$ cat src/rtl/uart_pkg.sv
// Shared definitions for the UART peripheral: divisor width, frame width and
// the receiver state encoding used by uart_rx.
package uart_pkg;

    localparam int BAUD_W = 13;
    localparam int DATA_W = 8;

    typedef enum logic [1:0] {
        IDLE,
        START,
        DATA,
        STOP
    } rx_state_t;

endpackage

$ cat src/rtl/uart_sync2.sv
// Two-flop synchronizer for an asynchronous input; both stages reset to 1 so
// an idle-high serial line produces no spurious edge after reset.
module uart_sync2 (
    input  logic clk,
    input  logic rst,
    input  logic async_in,
    output logic sync_out
);

    logic meta_ff;

    always_ff @(posedge clk) begin
        if (rst) begin
            meta_ff  <= 1'b1;
            sync_out <= 1'b1;
        end else begin
            meta_ff  <= async_in;
            sync_out <= meta_ff;
        end
    end

endmodule

$ cat src/rtl/uart_rx.sv
// 8N1 UART receiver: synchronizes RX, mid-bit samples one frame using a
// divisor latched at the start edge, and hands the byte over via rdy/clr_rdy.
module uart_rx #(
    parameter int DATA_W = uart_pkg::DATA_W,
    parameter int BAUD_W = uart_pkg::BAUD_W
) (
    input  logic              clk,
    input  logic              rst,
    input  logic              RX,
    input  logic [BAUD_W-1:0] baud_DB,
    input  logic              clr_rdy,
    output logic [DATA_W-1:0] rx_data,
    output logic              rdy,
    output logic              rx_busy,
    output logic              frm_err,
    output logic              ovr_err
);

    import uart_pkg::*;

    rx_state_t         state;
    logic              rx_s;
    logic              rx_q;
    logic              sample;
    logic              start_cond;
    logic [BAUD_W-1:0] baud_cnt;
    logic [BAUD_W-1:0] stored_baud;
    logic [2:0]        bit_cnt;
    logic [DATA_W-1:0] shift_reg;

    uart_sync2 u_sync (
        .clk     (clk),
        .rst     (rst),
        .async_in(RX),
        .sync_out(rx_s)
    );

    always_ff @(posedge clk) begin
        if (rst) begin
            rx_q <= 1'b1;
        end else begin
            rx_q <= rx_s;
        end
    end

    assign sample     = (baud_cnt == '0);
    assign start_cond = ~rx_s & rx_q;

    // Half-period first load centres every later sample in its bit cell.
    always_ff @(posedge clk) begin
        if (rst) begin
            state       <= IDLE;
            baud_cnt    <= '0;
            stored_baud <= '0;
            bit_cnt     <= '0;
            shift_reg   <= '0;
            rx_data     <= '0;
            rdy         <= 1'b0;
            rx_busy     <= 1'b0;
            frm_err     <= 1'b0;
            ovr_err     <= 1'b0;
        end else begin
            frm_err <= 1'b0;
            ovr_err <= 1'b0;

            if (clr_rdy) begin
                rdy <= 1'b0;
            end

            if (state != IDLE) begin
                baud_cnt <= sample ? stored_baud : baud_cnt - 1'b1;
            end

            case (state)
                IDLE: begin
                    if (start_cond) begin
                        stored_baud <= baud_DB;
                        baud_cnt    <= baud_DB >> 1;
                        rx_busy     <= 1'b1;
                        state       <= START;
                    end
                end
                START: begin
                    if (sample) begin
                        if (rx_s) begin
                            rx_busy <= 1'b0;
                            state   <= IDLE;
                        end else begin
                            bit_cnt <= '0;
                            state   <= DATA;
                        end
                    end
                end
                DATA: begin
                    if (sample) begin
                        shift_reg <= {rx_s, shift_reg[DATA_W-1:1]};
                        bit_cnt   <= bit_cnt + 3'd1;
                        if (bit_cnt == 3'(DATA_W - 1)) begin
                            state <= STOP;
                        end
                    end
                end
                STOP: begin
                    if (sample) begin
                        rx_busy <= 1'b0;
                        state   <= IDLE;
                        // A completing frame overrides a same-cycle clr_rdy.
                        if (rx_s) begin
                            rx_data <= shift_reg;
                            rdy     <= 1'b1;
                            ovr_err <= rdy;
                        end else begin
                            frm_err <= 1'b1;
                        end
                    end
                end
                default: begin
                    rx_busy <= 1'b0;
                    state   <= IDLE;
                end
            endcase
        end
    end

endmodule

$ cat config.mk
export PLATFORM = sky130hd
export DESIGN_NAME = uart_rx
export DESIGN_NICKNAME = d
export VERILOG_FILES = /design/src/rtl/uart_pkg.sv /design/src/rtl/uart_sync2.sv /design/src/rtl/uart_rx.sv
export SDC_FILE = /design/constraint.sdc
export NUM_CORES = 1
export LEC_CHECK = 0
export ABC_CLOCK_PERIOD_IN_PS = 2800
export CAP_MARGIN = 20
export CORE_AREA = 3 3 72 74
export CTS_CLUSTER_DIAMETER = 60
export DETAILED_ROUTE_END_ITERATION = 8
export DIE_AREA = 0 0 75 77
export GPL_TIMING_DRIVEN = 0
export PLACE_DENSITY = 0.77
export SYNTH_ARGS = -nofsm -noshare
export SYNTH_HDL_FRONTEND = slang
export SYNTH_HIERARCHICAL = 1
export SYNTH_SLANG_ARGS = --single-unit
$ cat constraint.sdc
create_clock -name clk -period 2.8 [get_ports clk]
set_input_delay 0.84 -clock clk [delete_from_list [all_inputs] [get_ports clk]]
set_output_delay 0.84 -clock clk [all_outputs]
set_load 0.03 [all_outputs]
-- Word-level counts from Yosys, hierarchy flattened
Index checks and enable logic that the tools add are counted.
- bitwise operators: 4
- multiplexer cells: 25
- reductions and logical operators: 13
- eq/ne operators: 11
- add/sub/neg operators: 2
- operators by type and width (kind ; number):
    2-to-1 mux 13 bit ; 4
    zero test 13 bit ; 1
    subtractor 13 x 1 -> 13 bit (second input constant) ; 1
    2-to-1 mux 2 bit ; 6
    inequality test 2 bit (second input constant) ; 6
    AND reduction 5 bit ; 2
    2-to-1 mux 1 bit ; 9
    2-to-1 mux 3 bit ; 3
    case mux 2 bit (4 select lines) ; 1
    case mux 3 bit (2 select lines) ; 1
    equality test 2 bit (second input constant) ; 2
    AND reduction 2 bit ; 2
    AND reduction 4 bit ; 1
    nonzero test 2 bit ; 2
    OR reduction 4 bit ; 1
    adder 3 x 1 -> 3 bit (second input constant) ; 1
    equality test 3 bit (second input constant) ; 1
    inverter 1 bit ; 3
    case mux 1 bit (3 select lines) ; 1
    AND reduction 3 bit ; 1
    nonzero test 3 bit ; 1
    OR reduction 3 bit ; 1
    equality test 2 x 1 -> 1 bit (second input constant) ; 1
    zero test 2 bit ; 1
    other kinds (2) ; 2
- word-level logic and storage cells: 68
- register bits after elaboration: 54
- bits of input ports: 17

-- Depth between registers and ports, before layout
Gate-level depths: netlist of run 1.
- depth after elaboration: 5
- depth in mapped cells: 8

-- Cells and area by module
The synthesis of run 1 kept the hierarchy.
- by module, submodules not included (module ; cells an instance ; area an instance (µm²) ; instances):
    uart_rx ; 299 ; 2427.3 ; 1
    uart_sync2 ; 4 ; 52.6 ; 1

-- Worst setup path before layout of run 1
Ideal clock, no wire load.
- kind: register to register
- from: reg baud_cnt[7]
- to: reg rx_data[0]
- path slack: 0.688 ns
- arrival time: 1.980 ns
- cell stages (with the launch flop): 7
- data required time: 2.668 ns
- clock period less this slack: 2.112 ns
- setup time: 0.132 ns
- cells stage by stage: dfxtp_1 or4_4 or4_1 clkbuf_1 clkbuf_1 o21ai_0 a21oi_1
- cells in the longest elaborated chain, start to end: 2
- RTL lines (element ; RTL line ; text):
    start, declared ; uart_rx.sv:26 ; logic [BAUD_W-1:0] baud_cnt;
    start signal, assigned ; uart_rx.sv:71 ; baud_cnt <= sample ? stored_baud : baud_cnt - 1'b1;
    start signal, assigned ; uart_rx.sv:78 ; baud_cnt <= baud_DB >> 1;
    zero test 13 bit ; uart_rx.sv:46 ; assign sample = (baud_cnt == '0);
    AND reduction 3 bit (no source line) ; n/a ;
    end signal, assigned ; uart_rx.sv:109 ; rx_data <= shift_reg;
    end, declared ; uart_rx.sv:12 ; output logic [DATA_W-1:0] rx_data,
Every way passes these cells.
A chain may end at the register's enable or synchronous reset.

-- Worst setup path in the final report of run 1
- from: reg baud_cnt[5]
- to: reg rx_data[6]
The elaborated chain is that of the path after synthesis.

==> impl_metrics.py, run 1 <==
metrics = {
    "run_status": {
        "status": "complete, no violations",
    },
    "pwr": {
        "power.leakage_nw": 1.06,
        "ir_drop_v": 0.000381,
        "p_per_area_nw_per_um2": 588,
    },
    "timing": {
        "period_needed_ns": 2.44,
        "fmax_mhz": 409,
        "drv_slew": 0,
        "tns_ns": 0,
        "rsz0062_at_grt": "no",
        "hold_viol_final": 0,
        "setup_viol": 0,
        "relSlewSlack": 0.497,
        "fin_skew_ns": 0.0129,
        "worst_slew_pin_slew_ns": 0.755,
        "finalCritPeriodShare": 0.872,
    },
    "setup_path": {
        "cp_data_required_time_ns": 2.98,
        "cp_max_fo": 10,
        "reg2reg_from": "baud_cnt[5]$_SDFF_PP0_",
        "endpoint_kind": "register",
        "worstSetupStartpoint": "baud_cnt[5]$_SDFF_PP0_",
        "crit_path_start_kind": "register",
        "critical_path_class": "register to register",
        "cp_data_arrival_time_ns": 2.63,
    },
    "logic_synthesis": {
        "synthFlopType": "dfxtp_1",
        "syn_area_per_cell_sq_um": 8.18,
        "syn_area_sq_um": 2480,
        "synth_top_area_frac": 0.436,
        "synth_area_leaders": "dfxtp_1 (44%), a21oi_1 (8.3%), mux2i_1 (5.7%), o21ai_0 (4.8%), nand2_1 (4.8%)",
        "ys_async_sr_fraction": 0,
        "syn_inst": 303,
        "synth.distinct_cells": 41,
        "syn_nets": 324,
        "synth_edf_count": 0,
        "ys_seq_area_frac": 0.436,
        "yosysWarnings": 6,
        "yosys_register_bits": 54,
        "ys_top_cells_by_count": "dfxtp_1 (54), a21oi_1 (41), nand2_1 (32)",
        "synthMostInstantiatedCell": "dfxtp_1",
        "synth_top_cell_by_area": "dfxtp_1",
    },
    "placed_design": {
        "dp_cells": 385,
        "place_congestion": 0.909,
        "dpl.hpwl_um": 4320,
        "io_buffers": 28,
    },
    "floorplanning": {
        "std_cell_rows": 25,
        "die_h_um": 77,
        "coreArea_sq_um": 4660,
        "die_w_um": 75,
        "boundaryPins": 29,
        "dieArea_sq_um": 5780,
        "start_util": 0.532,
    },
    "cells_and_area": {
        "top_regs": "baud_cnt: 13 flops, stored_baud: 13 flops",
        "synthToLayoutAreaGrowth_pct": 17.4,
        "layoutNonFillerInstCount": 392,
        "num_antenna_cells": 0,
        "final_nets": 359,
        "drive_gt1_frac": 0.0444,
    },
    "run": {
        "maxCapViolCount": 0,
    },
    "global_routing": {
        "grt_pass1_wl_um": 10600,
        "grt_antenna_before_repair": 0,
        "grt_pass1_vias": 2204,
        "gr-total-overflow": 0,
        "grt_start_max_net_pins": 17,
        "track_usage": 0.233,
    },
    "clocking": {
        "cts.htree.levels": 2,
        "cts_tree": "done",
        "clockBufferDepth": 2,
        "cts.clk_slew.worst_paths_ns": 0.10,
        "postCtsSetupBuffers": 0,
        "cts_resized": 0,
        "ctsHoldBuffers": 0,
        "clock_latency_ns": 0.31,
        "cts_inserted_buffers": 5,
        "cts_root_buf": "clkbuf_8",
        "cts_sinks": 54,
    },
    "drt": {
        "vias_per_cell": 5.84,
        "postRouteWirelength_um": 6120,
        "drtAntennaViolNets": 0,
        "drt-wirelength-per-cell_um": 15.6,
        "num_vias": 2290,
        "drt_pre_antenna_iters": 4,
        "drt_iter0_drc": 183,
        "drcViolationCount": 0,
    },
    "min_path": {
        "worstHoldStart": "u_sync/meta_ff$_SDFF_PP1_",
        "worstHoldPathType": "register to register",
    },
}
[layer usage]
metal  wire length [um]  vias up  global-route usage
met5                  0        -                   0
met4                 65        0              0.0641
met3                259        6              0.0433
met2               3050       47               0.375
met1               2750     1086               0.314
li1                   -     1151                   -
[metrics by stage]
step           total power [mW]   util  area [sq um]  setup slack (ns)  hold WS, ns
5_1_grt                    1.81  0.625          2910             0.202        0.464
3_5_place_dp               1.30  0.607          2830             0.297        0.398
3_3_place_gp               1.29  0.607          2830             0.324        0.387
6_report                   1.71  0.625          2910             0.357        0.419
2_1_floorplan              1.16      -          2480             0.688        0.385
4_1_cts                    1.72  0.625          2910             0.372        0.419
[worst paths after layout]
path | endpoint | slack, ns | cells after the start
worst max-delay path | rx_data[6]$_SDFFE_PP0P_ | 0.36 | 7
worst min-delay path | u_sync/sync_out$_SDFF_PP1_ | 0.42 | 1
worst max register to register | rx_data[6]$_SDFFE_PP0P_ | 0.36 | 7
worst min register to register | u_sync/sync_out$_SDFF_PP1_ | 0.42 | 1
[power breakdown]
group          internal, mW  total [mW]  leakage (nW)  switching [mW]
Clock                 0.171       0.425        0.0362           0.254
Combinational         0.168       0.460         0.588           0.292
Sequential            0.797       0.827         0.438          0.0305
Total                  1.14        1.71          1.06           0.577
[logic make-up after synthesis]
logic type      Yosys count  synth area share
buf+inv                  32            0.0489
flops                    54             0.436
simple gates            107             0.216
fa+ha+maj                 4            0.0202
compound gates           86             0.199
xor+xnor                  4            0.0141
mux                      16            0.0656
[cell type report]
| class | count | area, sq um |
|---|---|---|
| well taps | 54 | 67.6 |
| plain buffers | 25 | 95.1 |
| repair buffers | 28 | 280 |
| clock buffers | 5 | 68.8 |
| fillers | 423 | 1750 |
| inverters | 7 | 26.3 |
| multi-input cells | 217 | 1280 |
| clock inverters | 2 | 15.0 |
| flip-flops and latches | 54 | 1080 |
[critical path, cell delays in order (launching register included)]
cell and delay [ns]:
dfxtp_1 0.31, clkbuf_1 0.17, or4_4 0.49, or4_1 0.53
clkbuf_1 0.21, clkbuf_1 0.30, o21ai_0 0.23, a21oi_1 0.08
[layout by cell type (no fill, tap or decap), types with 2 or more instances in the layout]
master           netlist  final
dfxtp_1               54     54
a21oi_1               41     41
nand2_1               32     32
clkdlybuf4s50_1        0     28
o21ai_0               24     24
clkbuf_1              23     23
nand3_1               23     23
nor2_1                14     14
mux2i_1               14     14
nor3_1                 8      8
inv_1                  7      7
or3_1                  6      6
clkbuf_8               0      5
nor4_1                 4      4
xor2_1                 4      4
ha_1                   4      4
or2_2                  3      3
nand2b_1               3      3
or4_1                  3      3
a311oi_1               3      3
o31ai_1                3      3
o22ai_1                3      3
mux2_2                 2      2
o32ai_1                2      2
a21o_1                 2      2
nand4b_1               2      2
o221ai_1               2      2
clkinvlp_4             0      2
or2_1                  2      2
Note: power is estimated with default switching activity, not from simulation.
==> inputs of run 2 (changes only) <==
HOLD_SLACK_MARGIN = 0.08   (was unset)
==> results of run 2 <==
Final layout, timing and power as in run 1 (identical DEF).
